$ cat src/rtl/decode_imm_sched.sv
`default_nettype none
// ============================================================================
// Module   : decode_imm_sched
// Brief    : Two-stage elastic decode pipeline that owns the shared immediate
//            generator. Stage A registers the fetched instruction together
//            with its one-hot type and feeds the external immediate generator.
//            Stage B captures the generator result and presents the decoded
//            entry to execute. A saturating counter tracks delivered illegal
//            entries.
// Ports    : clk, rst            - clock, synchronous active-high reset
//            flush               - kill all in-flight entries
//            in_valid/in_ready   - fetch handshake (in_inst, in_pc)
//            imm_inst/imm_type   - operands driven to the immediate generator
//            imm_value           - combinational generator result
//            out_valid/out_ready - execute handshake (out_pc, out_type,
//                                  out_imm, out_illegal)
//            illegal_cnt         - saturating count of delivered illegal entries
// Revision : 1.0 - initial release
// ============================================================================
module decode_imm_sched #(
    parameter int LEN   = 32,
    parameter int CNT_W = 8
) (
    input  logic             clk,
    input  logic             rst,
    input  logic             flush,
    input  logic             in_valid,
    output logic             in_ready,
    input  logic [LEN-1:0]   in_inst,
    input  logic [LEN-1:0]   in_pc,
    output logic [LEN-1:0]   imm_inst,
    output logic [5:0]       imm_type,
    input  logic [LEN-1:0]   imm_value,
    output logic             out_valid,
    input  logic             out_ready,
    output logic [LEN-1:0]   out_pc,
    output logic [5:0]       out_type,
    output logic [LEN-1:0]   out_imm,
    output logic             out_illegal,
    output logic [CNT_W-1:0] illegal_cnt
);

    localparam logic [5:0] C_TYPE_R = 6'b100000;
    localparam logic [5:0] C_TYPE_I = 6'b010000;
    localparam logic [5:0] C_TYPE_S = 6'b001000;
    localparam logic [5:0] C_TYPE_B = 6'b000100;
    localparam logic [5:0] C_TYPE_U = 6'b000010;
    localparam logic [5:0] C_TYPE_J = 6'b000001;

    localparam logic [CNT_W-1:0] C_CNT_MAX = '1;
    localparam logic [CNT_W-1:0] C_CNT_ONE = CNT_W'(1);

    // Stage A
    logic             r_a_valid;
    logic [LEN-1:0]   r_a_inst;
    logic [LEN-1:0]   r_a_pc;
    logic [5:0]       r_a_type;
    logic             r_a_ill;

    // Stage B
    logic             r_b_valid;
    logic [LEN-1:0]   r_b_pc;
    logic [5:0]       r_b_type;
    logic [LEN-1:0]   r_b_imm;
    logic             r_b_ill;

    logic [CNT_W-1:0] r_illegal_cnt;

    logic [5:0]       w_dec_type;
    logic             w_dec_ill;
    logic             w_a_adv;
    logic             w_in_fire;
    logic             w_out_fire;

    // Opcode classification. Unknown opcodes still present an R-type code so
    // the generator never sees an all-zero or multi-hot selector.
    always_comb begin
        w_dec_type = C_TYPE_R;
        w_dec_ill  = 1'b0;
        case (in_inst[6:0])
            7'b0110011:                         w_dec_type = C_TYPE_R;
            7'b0010011, 7'b0000011, 7'b1100111: w_dec_type = C_TYPE_I;
            7'b0100011:                         w_dec_type = C_TYPE_S;
            7'b1100011:                         w_dec_type = C_TYPE_B;
            7'b0110111, 7'b0010111:             w_dec_type = C_TYPE_U;
            7'b1101111:                         w_dec_type = C_TYPE_J;
            default: begin
                w_dec_type = C_TYPE_R;
                w_dec_ill  = 1'b1;
            end
        endcase
    end

    // Stage A moves forward whenever B is empty or B is being drained.
    assign w_a_adv    = r_a_valid & (~r_b_valid | out_ready);
    // rst is folded in so nothing is accepted while the pipeline is being reset.
    assign in_ready   = ~rst & ~flush & (~r_a_valid | w_a_adv);
    assign w_in_fire  = in_valid & in_ready;
    assign w_out_fire = r_b_valid & out_ready;

    always_ff @(posedge clk) begin
        if (rst) begin
            r_a_valid     <= 1'b0;
            r_a_inst      <= '0;
            r_a_pc        <= '0;
            r_a_type      <= C_TYPE_R;
            r_a_ill       <= 1'b0;
            r_b_valid     <= 1'b0;
            r_b_pc        <= '0;
            r_b_type      <= C_TYPE_R;
            r_b_imm       <= '0;
            r_b_ill       <= 1'b0;
            r_illegal_cnt <= '0;
        end else if (flush) begin
            // Entries are discarded, including one handshaking this cycle,
            // so the counter is deliberately left alone.
            r_a_valid <= 1'b0;
            r_b_valid <= 1'b0;
        end else begin
            if (w_in_fire) begin
                r_a_valid <= 1'b1;
                r_a_inst  <= in_inst;
                r_a_pc    <= in_pc;
                r_a_type  <= w_dec_type;
                r_a_ill   <= w_dec_ill;
            end else if (w_a_adv) begin
                r_a_valid <= 1'b0;
            end

            if (w_a_adv) begin
                r_b_valid <= 1'b1;
                r_b_pc    <= r_a_pc;
                r_b_type  <= r_a_type;
                // Illegal entries carry a zero immediate regardless of
                // what the generator produced for the forced R type.
                r_b_imm   <= r_a_ill ? '0 : imm_value;
                r_b_ill   <= r_a_ill;
            end else if (w_out_fire) begin
                r_b_valid <= 1'b0;
            end

            if (w_out_fire && r_b_ill && (r_illegal_cnt != C_CNT_MAX)) begin
                r_illegal_cnt <= r_illegal_cnt + C_CNT_ONE;
            end
        end
    end

    assign imm_inst    = r_a_inst;
    assign imm_type    = r_a_type;
    assign out_valid   = r_b_valid;
    assign out_pc      = r_b_pc;
    assign out_type    = r_b_type;
    assign out_imm     = r_b_imm;
    assign out_illegal = r_b_ill;
    assign illegal_cnt = r_illegal_cnt;

endmodule
`default_nettype wire

$ cat config.mk
export PLATFORM = sky130hd
export DESIGN_NAME = decode_imm_sched
export DESIGN_NICKNAME = d
export VERILOG_FILES = /design/src/rtl/decode_imm_sched.sv
export SDC_FILE = /design/constraint.sdc
export NUM_CORES = 1
export LEC_CHECK = 0
export ABC_CLOCK_PERIOD_IN_PS = 1500
export CORE_ASPECT_RATIO = 1.4
export CORE_MARGIN = 2
export CORE_UTILIZATION = 50
export DETAILED_ROUTE_END_ITERATION = 10
export DONT_BUFFER_PORTS = 1
export PLACE_DENSITY = 0.66
export REMOVE_ABC_BUFFERS = 1
export SLEW_MARGIN = 20
export SYNTH_ARGS = -nofsm -noshare
export SYNTH_HDL_FRONTEND = slang
export SYNTH_SLANG_ARGS = --single-unit
export TNS_END_PERCENT = 30
$ cat constraint.sdc
create_clock -name clk -period 1.5 [get_ports clk]
set_input_delay 0.3 -clock clk [delete_from_list [all_inputs] [get_ports clk]]
set_output_delay 0.3 -clock clk [all_outputs]
set_load 0.01 [all_outputs]
# Yosys cells after proc, flatten, opt, wreduce, memory -nomap -nowiden
# Cells that the tools add are included.
# W data, S select, Z words.
# totals
regBits,152
latchBits,0
mem_bits_rw,0
rom_bits,0
inputBits,101
out_inout_bits,119
elab_cells,51
n_memories,0
# classes
addsub,1
mul,0
n_div,0
n_lt_le_gt_ge,0
n_eq_ne,10
shifts,0
mux,7
bitwise_logic,11
reduce_logical,11
# op_table
cell,n
$mux W32,1
$pmux W6 S5,1
$eq A7 B6 Y1 const B,3
$eq A7 B7 Y1 const B,3
$eq A7 B5 Y1 const B,2
$reduce_or A9 Y1,1
$add A8 B1 Y8 const B,1
$ne A8 B8 Y1 const B,1
$eq A7 B2 Y1 const B,1
$reduce_and A2 Y1,3
$and A1 B1 Y1,5
$mux W1,5
$not A1 Y1,4
$reduce_bool A2 Y1,2
$reduce_or A2 Y1,2
$reduce_or A3 Y1,1
$logic_and A1 B1 Y1,2
$or A1 B1 Y1,2

# Depth between registers and ports, before layout
# Gate-level depths: netlist of run 1.
# logic_depth
ltp_word,7
depth_mapped,8
ltp_nobuf,5

# Least setup slack after synthesis of run 1
# OpenSTA, ideal clock, no wires.
# synth_path
kind,reg2reg
startpoint,"register r_illegal_cnt[0], in the netlist illegal_cnt[0]"
endpoint,"register r_illegal_cnt[7], in the netlist illegal_cnt[7]"
setup_time_ns,0.116
t_arrival_ns,1.495
t_required_ns,1.384
path_slack_ns,-0.111
stages_incl_launch_ff,7
n_path_buf,1
synth_period_minus_slack_ns,1.611
cell_sequence,dfxtp_1 -> ha_1 -> and4_1 -> clkbuf_1 -> nor4_2 -> a21oi_1 -> a31o_1
# synth_via
elab_chain_cells,3
elab_cells_between_ends,4
cone_classes,1 x add/sub; 1 x eq/ne; 2 x reduce/logical
# synth_rtl
element,line_no,text
from (decl),67,logic [CNT_W-1:0] r_illegal_cnt;
from (signal assigned),143,r_illegal_cnt <= r_illegal_cnt + C_CNT_ONE;
"parallel branches: the longest is 3 deep, another holds $add A8 B1 Y8",-,
# Several ways; the timed one is not identified.
# A chain may end at the register's enable or synchronous reset.

# Worst setup path after layout of run 1
# layout_path
startpoint,register r_a_valid
endpoint,output port in_ready
# layout_via
elab_chain_cells,3
elab_cells_between_ends,4
cone_classes,4 x bitwise
# layout_rtl
element,line_no,text
from (decl),54,logic r_a_valid;
from (signal assigned),103,r_a_valid <= 1'b0;
from (signal assigned),117,r_a_valid <= 1'b0;
from (signal assigned),121,r_a_valid <= 1'b1;
$and A1 B1 Y1 or $not A1 Y1 (tied branches),"95, 97",
$or A1 B1 Y1 (*),97,assign in_ready = ~rst & ~flush & (~r_a_valid | w_a_adv);
$and A1 B1 Y1 (*),97,
to (decl),28,"output logic in_ready,"
# Every way passes the cells marked *; elsewhere a longest branch is shown, timed or not.

==> flow_summary.toml, run 1 <==
[run_status]
status = "finished, violations left"
violations = "hold timing"

[synthesis]
synth_area_leaders = "dfxtp_1, nand2_1, a21oi_1"
synth_seq_cells = 152
netlist.area_leader.share_pct = 54.1
synthCells = 689
post-synth-top-count-cell = "nand2_1"
yosys-top-cells-count = "nand2_1, dfxtp_1, a21oi_1"
yosysSeqAreaShare_pct = 54.1
synthFlopType = "dfxtp_1"
synth_area_leader_cell = "dfxtp_1"
synth_area_per_cell_um2 = 8.16
ys_types = 41
synth_edf_count = 0
syn_area_um2 = 5620
async_flop_share_pct = 0
ys_warn_count = 0

[worst_setup_path]
crit_arrival_ps = 1160
worstPathMaxFanout = 5
critical_path.slowest_cell = "dfxtp_2"
cp-end-kind = "output port"
crit_type = "flop to output port"
start_kind = "flop"
crit_chain = "nand3b_1 -> and2_4"
cp_data_required_time_ps = 1200
cp_slowest_stage_delay_ps = 350

[placed_design]
io_buffers = 0
gp_congestion = 0.796
placed_cell_area_um2 = 5800
dp.cells = 801
place_hpwl_mm = 8.83

[floorplan]
num_rows = 45
die_area_um2 = 12100
core_um2 = 10900
dieWidth_um = 93.6
die_h_um = 129
io_pins = 220
start_util_pct = 51.5

[sta]
fmax_mhz = 684
rsz0062_at_grt = "true"
period_minus_slack_ps = 1460
hold_viol = 28
worst_slew_pin_slew_ps = 351
finClkSkew_ps = 12.2
holdWs_ps = -48.1
drv_slew = 0
relSlewSlack_pct = 76.4
setup_viol = 0
post-route-period-util_pct = 97.5

[global_route]
grt_antenna_before_repair = 0
gr-usage-all-layers_pct = 22.1
grt_max_degree = 154
grt_overflow_total = 0
grt_first_pass_wirelength_mm = 20.9
grt_pass1_vias = 4411

[pwr]
clock_power_share_pct = 52.2
power.leakage_nw = 2.26
power_frac_seq_pct = 44.5
p_sw_share_pct = 19.6
power_density_nw_per_um2 = 1430
p_switching_w = 0.00185
comb_power_share_pct = 3.4
peakVddDrop_mv = 0.964
p_int_w = 0.00759

[clock_network]
clk_pin_slew_ps = 60
cts_tree = "yes"
numCtsBuffers = 17
clk_path_buf_depth = 2
clock-sinks = 152
htree_levels = 4
clock-root-buffer = "clkbuf_16"
clk_latency_ps = 410
ctsHoldBuffers = 2

[drt]
drc = 0
routed_wl_mm = 13.8
avgViaCountPerCell = 5.51
dr.pass1.iters = 5
vias = 4608
drt_iter0_markers = 183
drt.antenna.violating_nets = 0
wire_per_inst_um = 16.5

[cells_and_area]
postLayoutCellArea_um2 = 6590
multi_input_area_um2 = 2380
diodes = 0
final_util_pct = 60.3
fin_nets = 785
synthToLayoutAreaGrowth_pct = 17.2
drive_gt1_share_pct = 10.1
seqCellArea_um2 = 3040
fin_cells = 836
nFillCells = 995

[job]
cap_violations = 0

[worst_hold_path]
min_path_type = "input port to flop"
final cells by class:
type | instances | share of cell area (%)
Inverter | 1 | 0.0569
Tap cell | 141 | 2.68
Timing Repair Buffer | 28 | 4.50
Sequential cell | 152 | 46.2
Clock inverter | 12 | 3.74
Clock buffer | 19 | 6.72
Multi-Input combinational cell | 483 | 36.1
logic make-up (layout without fill, tap and decap cells):
logic type / Yosys count / count (layout) / share of synthesized area (%)
DFF: 152 / 152 / 54.1
AOI/OAI and AO/OA: 155 / 155 / 14.5
xor gates and xnor gates: 5 / 5 / 0.779
muxes: 1 / 1 / 0.178
adders and majority gates: 1 / 1 / 0.222
and+or+nand+nor: 321 / 321 / 25.9
buffers and inverters: 54 / 60 / 4.29
power groups by stage:
| stage | logic, W | clock network [W] | registers (W) |
|---|---|---|---|
| 2_1_floorplan | 0.000198 | 0 | 0.00429 |
| 3_3_place_gp | 0.000291 | 0 | 0.00429 |
| 3_5_place_dp | 0.000304 | 0 | 0.00429 |
| 4_1_cts | 0.000319 | 0.00503 | 0.00420 |
| 5_1_grt | 0.000352 | 0.00520 | 0.00421 |
| 6_report | 0.000316 | 0.00493 | 0.00420 |
through the flow:
step	setup WS, ps	setup TNS [ps]	power (W)
2_1_floorplan	-3230	-269990	0.00448
3_3_place_gp	32.3	0	0.00458
3_5_place_dp	-22.2	-28.1	0.00459
4_1_cts	5.33	0	0.00955
5_1_grt	-37.5	-85.0	0.00976
6_report	37.0	0	0.00944
worst paths after layout:
| kind | endpoint | startpoint | cells past startpoint | slack (ps) |
|---|---|---|---|---|
| max | in_ready | r_a_valid$_SDFFE_PP0P_ | 2 | 40 |
| min | out_imm[15]$_SDFFE_PP0P_ | rst | 1 | -50 |
| max reg2reg | imm_type[2]$_SDFFE_PP0P_ | r_a_valid$_SDFFE_PP0P_ | 4 | 60 |
| min reg2reg | out_pc[20]$_SDFFE_PP0P_ | r_a_pc[20]$_SDFFE_PP0P_ | 2 | 450 |
cells in the final DEF, fill, tap and decap left out, drive strengths merged, types with 2 or more instances in the layout:
master and count:
or4 2, nand3b 36, nor4 3, nand4b 2, nand2b 2, dlygate4sd3 2, bufinv 7, nor3 4
nand2 246, inv 2, clkbuf 19, nor3b 2, nand3 4, xnor2 5, buf 26, a21oi 144
nor2b 2, dfxtp 152, and3 2, clkinv 4, a211oi 3, nor2 11
routing by layer:
metal | GRT usage [%] | up-vias | wire length [um]
met1 | 22.5 | 2147 | 5200
li1 | - | 2264 | -
met3 | 7.27 | 23 | 1190
met2 | 39.9 | 174 | 7140
met5 | 0 | - | 0
met4 | 11.4 | 0 | 297
timing repair:
action	4_1_cts	5_1_grt
setup buffers	0	1
gates resized for setup	5	10
endpoints found under the setup margin	21	64
pin swaps	1	3
hold endpoints to repair	148	140
gates cloned	1	0
registers in the layout (all words and copies together) (netlist names):
register,cells
out_valid,1
out_illegal,1
r_a_pc,32
r_a_valid,1
imm_inst,32
illegal_cnt,8
out_imm,32
out_type,6
r_a_ill,1
imm_type,6
out_pc,32
critical path: cells and delay by family, from the launching register on:
family	cells	cell delay [ps]
flip-flops	1	350
AND/OR/NAND/NOR	2	390
(Power assumes the default switching activity.)
==> run 2, diff against run 1 <==
Settings changed: CORE_MARGIN 2 to not set.
==> run 2 against run 1 <==
Compared with the run above:
- the run still ends with hold timing left
- total power fell by 5.4%
- flip-flop and latch count stayed put
- first-iteration DRC count increased by 21%
- global-route usage fell by 0.11 points
- sequential power hardly changed
- wire length decreased by 6.2%
- non-clock buffer count fell by 4
- die area fell by 3.6%
- final cell count down 0.36%
- clock-buffer cell count rose by 1
- critical path type unchanged
- highest routed layer unchanged
==> flow_summary.toml, run 2 (same netlist as run 1, synthesis figures left out) <==
[drt]
drt.antenna.violating_nets = 0
drt_iter0_markers = 222
dr.pass1.iters = 4
avgViaCountPerCell = 5.44
routed_wl_mm = 13.0
wire_per_inst_um = 15.6
vias = 4531
drc = 0

[run_status]
violations = "hold timing"
status = "finished, violations left"

[cells_and_area]
synthToLayoutAreaGrowth_pct = 14.9
final_util_pct = 59.2
drive_gt1_share_pct = 9.54
postLayoutCellArea_um2 = 6460
nFillCells = 1018
layout_commonest_cell = "nand2_1"
diodes = 0
fin_nets = 781
layout_common_cells = "nand2_1, dfxtp_1, a21oi_1"

[sta]
setup_viol = 0
relSlewSlack_pct = 79.2
rsz0062_at_grt = "true"
post-route-period-util_pct = 98.7
period_minus_slack_ps = 1480
drv_slew = 0
worst_slew_pin_slew_ps = 309
fmax_mhz = 676
hold_viol = 11
holdWs_ps = -40.9
finClkSkew_ps = 6.74

[clock_network]
clk_latency_ps = 410
clock-sinks = 152
clock-root-buffer = "clkbuf_16"
cts_tree = "yes"
ctsHoldBuffers = 1
clk_pin_slew_ps = 60
htree_levels = 4
numCtsBuffers = 17
clk_path_buf_depth = 2

[floorplan]
core_um2 = 10900
start_util_pct = 51.5
num_rows = 45
dieWidth_um = 91.6
io_pins = 220
die_h_um = 127
die_area_um2 = 11700

[placed_design]
io_buffers = 0
placed_cell_area_um2 = 5770
gp_congestion = 0.798
place_hpwl_mm = 8.74

[worst_setup_path]
start_kind = "flop"
crit_arrival_ps = 1180
r2r-end = "out_imm[18]$_SDFFE_PP0P_"
ff2ff_path_depth = 5
worstPathMaxFanout = 5
cp-end-kind = "output port"
crit_type = "flop to output port"
cp_data_required_time_ps = 1200
reg2reg_from = "out_valid$_SDFFE_PP0P_"
r2r_slack_ps = 40

[global_route]
grt_antenna_before_repair = 0
grt_max_degree = 154
grt_overflow_total = 0
grt_first_pass_wirelength_mm = 20.5
grt_pass1_vias = 4328
gr-usage-all-layers_pct = 22.0

[pwr]
power.leakage_nw = 2.19
peakVddDrop_mv = 0.814
power_w = 0.00894
power_density_nw_per_um2 = 1380

[worst_hold_path]
min_to = "out_imm[28]$_SDFFE_PP0P_"
worstHoldStart = "rst"
whs_path_depth = 1
min_path_type = "input port to flop"

[job]
cap_violations = 0
[run 2: cell count changes in the layout (fill, tap and decap cells not counted), moves of 2 or more]
cell and delta:
bufinv_16 -4, inv_6 +3, clkbuf_8 +2, clkinvlp_4 +2
[run 2: stage by stage]
stage / cells / setup TNS, ps / setup WS (ps)
CTS: 832 / 0 / 7.25
finish: 833 / 0 / 20.2
floorplan: 636 / -269990 / -3230
detailed placement: 799 / -845 / -86.1
global route: 833 / -37.1 / -19.9
global placement: 799 / -7.46 / -7.46
[run 2: final cells by class]
type | instances | area [um2] | share of cell area, %
flip-flops and latches | 152 | 3040 | 47.1
multi-input cells | 483 | 2380 | 36.8
clock buffers | 20 | 467 | 7.22
clock inverters | 12 | 163 | 2.52
repair buffers | 24 | 231 | 3.58
inverters | 1 | 3.75 | 0.0581
well taps | 141 | 176 | 2.73
[run 2: power by group]
group / switching [W] / internal [W] / total, W
combinational: 0.000169 / 0.000134 / 0.000303
sequential: 0.0000768 / 0.00412 / 0.00420
clock: 0.00166 / 0.00278 / 0.00444
total: 0.00191 / 0.00703 / 0.00894
[run 2: what timing repair did]
action / 4_1_cts / 5_1_grt
setup endpoints to repair: 26 / 44
pin swaps: 3 / 3
resized for setup: 3 / 8
hold endpoints to repair: 147 / 97
setup buffers: 0 / 1
[run 2: how the worst max path moves through the flow]
| stage | start | endpoint | cells past startpoint |
|---|---|---|---|
| 5_1_grt | out_valid$_SDFFE_PP0P_ | out_imm[15]$_SDFFE_PP0P_ | 5 |
| 3_5_place_dp | r_a_valid$_SDFFE_PP0P_ | r_a_pc[22]$_SDFFE_PP0P_ | 5 |
| 2_1_floorplan | out_valid$_SDFFE_PP0P_ | out_imm[0]$_SDFFE_PP0P_ | 4 |
| 6_report | r_a_valid$_SDFFE_PP0P_ | in_ready | 2 |
| 3_3_place_gp | r_a_valid$_SDFFE_PP0P_ | r_a_pc[3]$_SDFFE_PP0P_ | 5 |
| 4_1_cts | r_a_valid$_SDFFE_PP0P_ | in_ready | 2 |
[run 2: layer usage]
metal  GRT usage [%]  part of all wire (%)  vias up
met5               0                     0        -
met4            9.80                   2.3        0
met3            7.02                   8.3       23
met2            39.1                    50      190
met1            23.7                    39     2066
li1                -                     -     2252
[run 2: critical path, cell delays in order (launching register included)]
cell	delay (ps)
dfxtp_1	390
nand3b_1	180
and2_4	200
==> run 3, diff against run 2 <==
Settings changed: CORE_UTILIZATION 50 to 40, PLACE_DENSITY 0.66 to 0.54.
==> run 3 against run 2 <==
Compared with the run above:
- the run still ends with hold timing left
- maximum frequency up 0.87%
- final cell count up 5.5%
- setup slack better by 13 ps
- global-route usage down 3.8 points
==> flow_summary.toml, run 3 (same netlist as run 1, synthesis figures left out) <==
[run_status]
status = "finished, violations left"
violations = "hold timing"

[sta]
relSlewSlack_pct = 78.6
hold_viol = 33
worst_slew_pin_slew_ps = 319
finClkSkew_ps = 7.54
period_minus_slack_ps = 1470
setup_viol = 0
fmax_mhz = 682
holdWs_ps = -44.3
rsz0062_at_grt = "true"
setup-tns-final_ps = 0
post-route-period-util_pct = 97.8
drv_slew = 0

[floorplan]
dieWidth_um = 102
die_h_um = 142
start_util_pct = 41.4
io_pins = 220
die_area_um2 = 14500
core_um2 = 13600
num_rows = 50

[cells_and_area]
layout_commonest_cell = "nand2_1"
postLayoutCellArea_um2 = 6560
synthToLayoutAreaGrowth_pct = 16.7
layout_common_cells = "nand2_1, dfxtp_1, a21oi_1"
final_util_pct = 48.3
fin_nets = 786
diodes = 0
drive_gt1_share_pct = 10.5
fin_cells = 879

[clock_network]
ctsHoldBuffers = 2
clock-root-buffer = "clkbuf_16"
clk_path_buf_depth = 2
numCtsBuffers = 17
cts_tree = "yes"
clk_latency_ps = 410
clk_pin_slew_ps = 60
clock-sinks = 152
htree_levels = 4

[drt]
routed_wl_mm = 13.9
drt.antenna.violating_nets = 0
drt-met1-wl_mm = 5.60
drc = 0
wire_per_inst_um = 15.8
vias = 4521
drt_iter0_markers = 150
dr.pass1.iters = 4
dr_wl_met3_mm = 1.06
routed-wl-met2_mm = 7.15
avgViaCountPerCell = 5.14
highest_layer = "met4"

[worst_setup_path]
critPathLaunch = "r_a_valid$_SDFFE_PP0P_"
cp-end-kind = "output port"
reg2reg_from = "illegal_cnt[0]$_SDFFE_PP0P_"
crit_type = "flop to output port"
crit_chain = "nand3b_1 -> and2_4"
crit_arrival_ps = 1170
cp_slowest_stage_delay_ps = 360
critical_path.slowest_cell = "dfxtp_2"
r2r-end = "illegal_cnt[1]$_SDFFE_PP0P_"
worstPathMaxFanout = 5
ff2ff_path_depth = 5
cp_data_required_time_ps = 1200
cp-endpoint = "in_ready"
start_kind = "flop"
r2r_slack_ps = 40

[placed_design]
gp_congestion = 0.722
placed_cell_area_um2 = 5820
dp.cells = 841
place_hpwl_mm = 8.72
io_buffers = 0

[job]
cap_violations = 0

[pwr]
peakVddDrop_mv = 0.577
power_density_nw_per_um2 = 1360
power.leakage_nw = 2.21
power_w = 0.00891

[worst_hold_path]
min_path_type = "input port to flop"
worstHoldStart = "rst"

[global_route]
grt_pass1_vias = 4113
grt_antenna_before_repair = 0
gr-usage-all-layers_pct = 18.2
grt_max_degree = 154
grt_first_pass_wirelength_mm = 20.4
grt_overflow_total = 0
run 3: layer usage:
metal	global-route usage, %	up-vias
met5	0	-
met4	7.37	0
met3	6.09	7
met2	32.3	161
met1	19.4	2075
li1	-	2278
run 3: metrics by stage:
step                hold WS (ps)  worst slack (ps)
floorplan                    369             -3230
global placement             380              20.3
detailed placement           382             -24.8
CTS                        -66.0              16.0
global route               -66.0             -42.2
finish                     -44.3              33.0
run 3: cell type report:
| cell class | instances | area (um2) |
|---|---|---|
| timing repair buffer | 29 | 297 |
| clock inverter | 13 | 169 |
| fill | 1313 | 7010 |
| tap | 182 | 228 |
| multi-input combinational | 483 | 2380 |
| clock buffer | 19 | 443 |
| inverter | 1 | 3.75 |
| sequential | 152 | 3050 |
run 3: what timing repair did:
| item | in CTS | in global routing |
|---|---|---|
| pin swaps | 1 | 4 |
| hold endpoints to repair | 148 | 147 |
| setup endpoints to repair | 43 | 37 |
| resized for setup | 7 | 7 |
| buffers inserted | 0 | 1 |
| gates cloned | 1 | 2 |
run 3: power by group:
group	internal [W]	leakage (nW)	switching (W)	total [W]
clock network	0.00268	0.287	0.00170	0.00439
logic	0.000143	0.694	0.000176	0.000318
registers	0.00412	1.23	0.0000768	0.00420
run 3: critical path, delay by kind of cell, from the launching register on:
family | cells | cell delay (ps)
and+or+nand+nor | 2 | 410
DFF | 1 | 360
run 3: worst min-delay path by stage:
stage                          endpoint  slack (ps)  cells after the start
2_1_floorplan  imm_inst[0]$_SDFFE_PP0P_         370                      1
3_3_place_gp   out_imm[10]$_SDFFE_PP0P_         380                      1
3_5_place_dp   out_imm[21]$_SDFFE_PP0P_         380                      1
4_1_cts        out_imm[21]$_SDFFE_PP0P_         -70                      1
5_1_grt        out_imm[21]$_SDFFE_PP0P_         -70                      1
6_report       out_imm[21]$_SDFFE_PP0P_         -40                      1
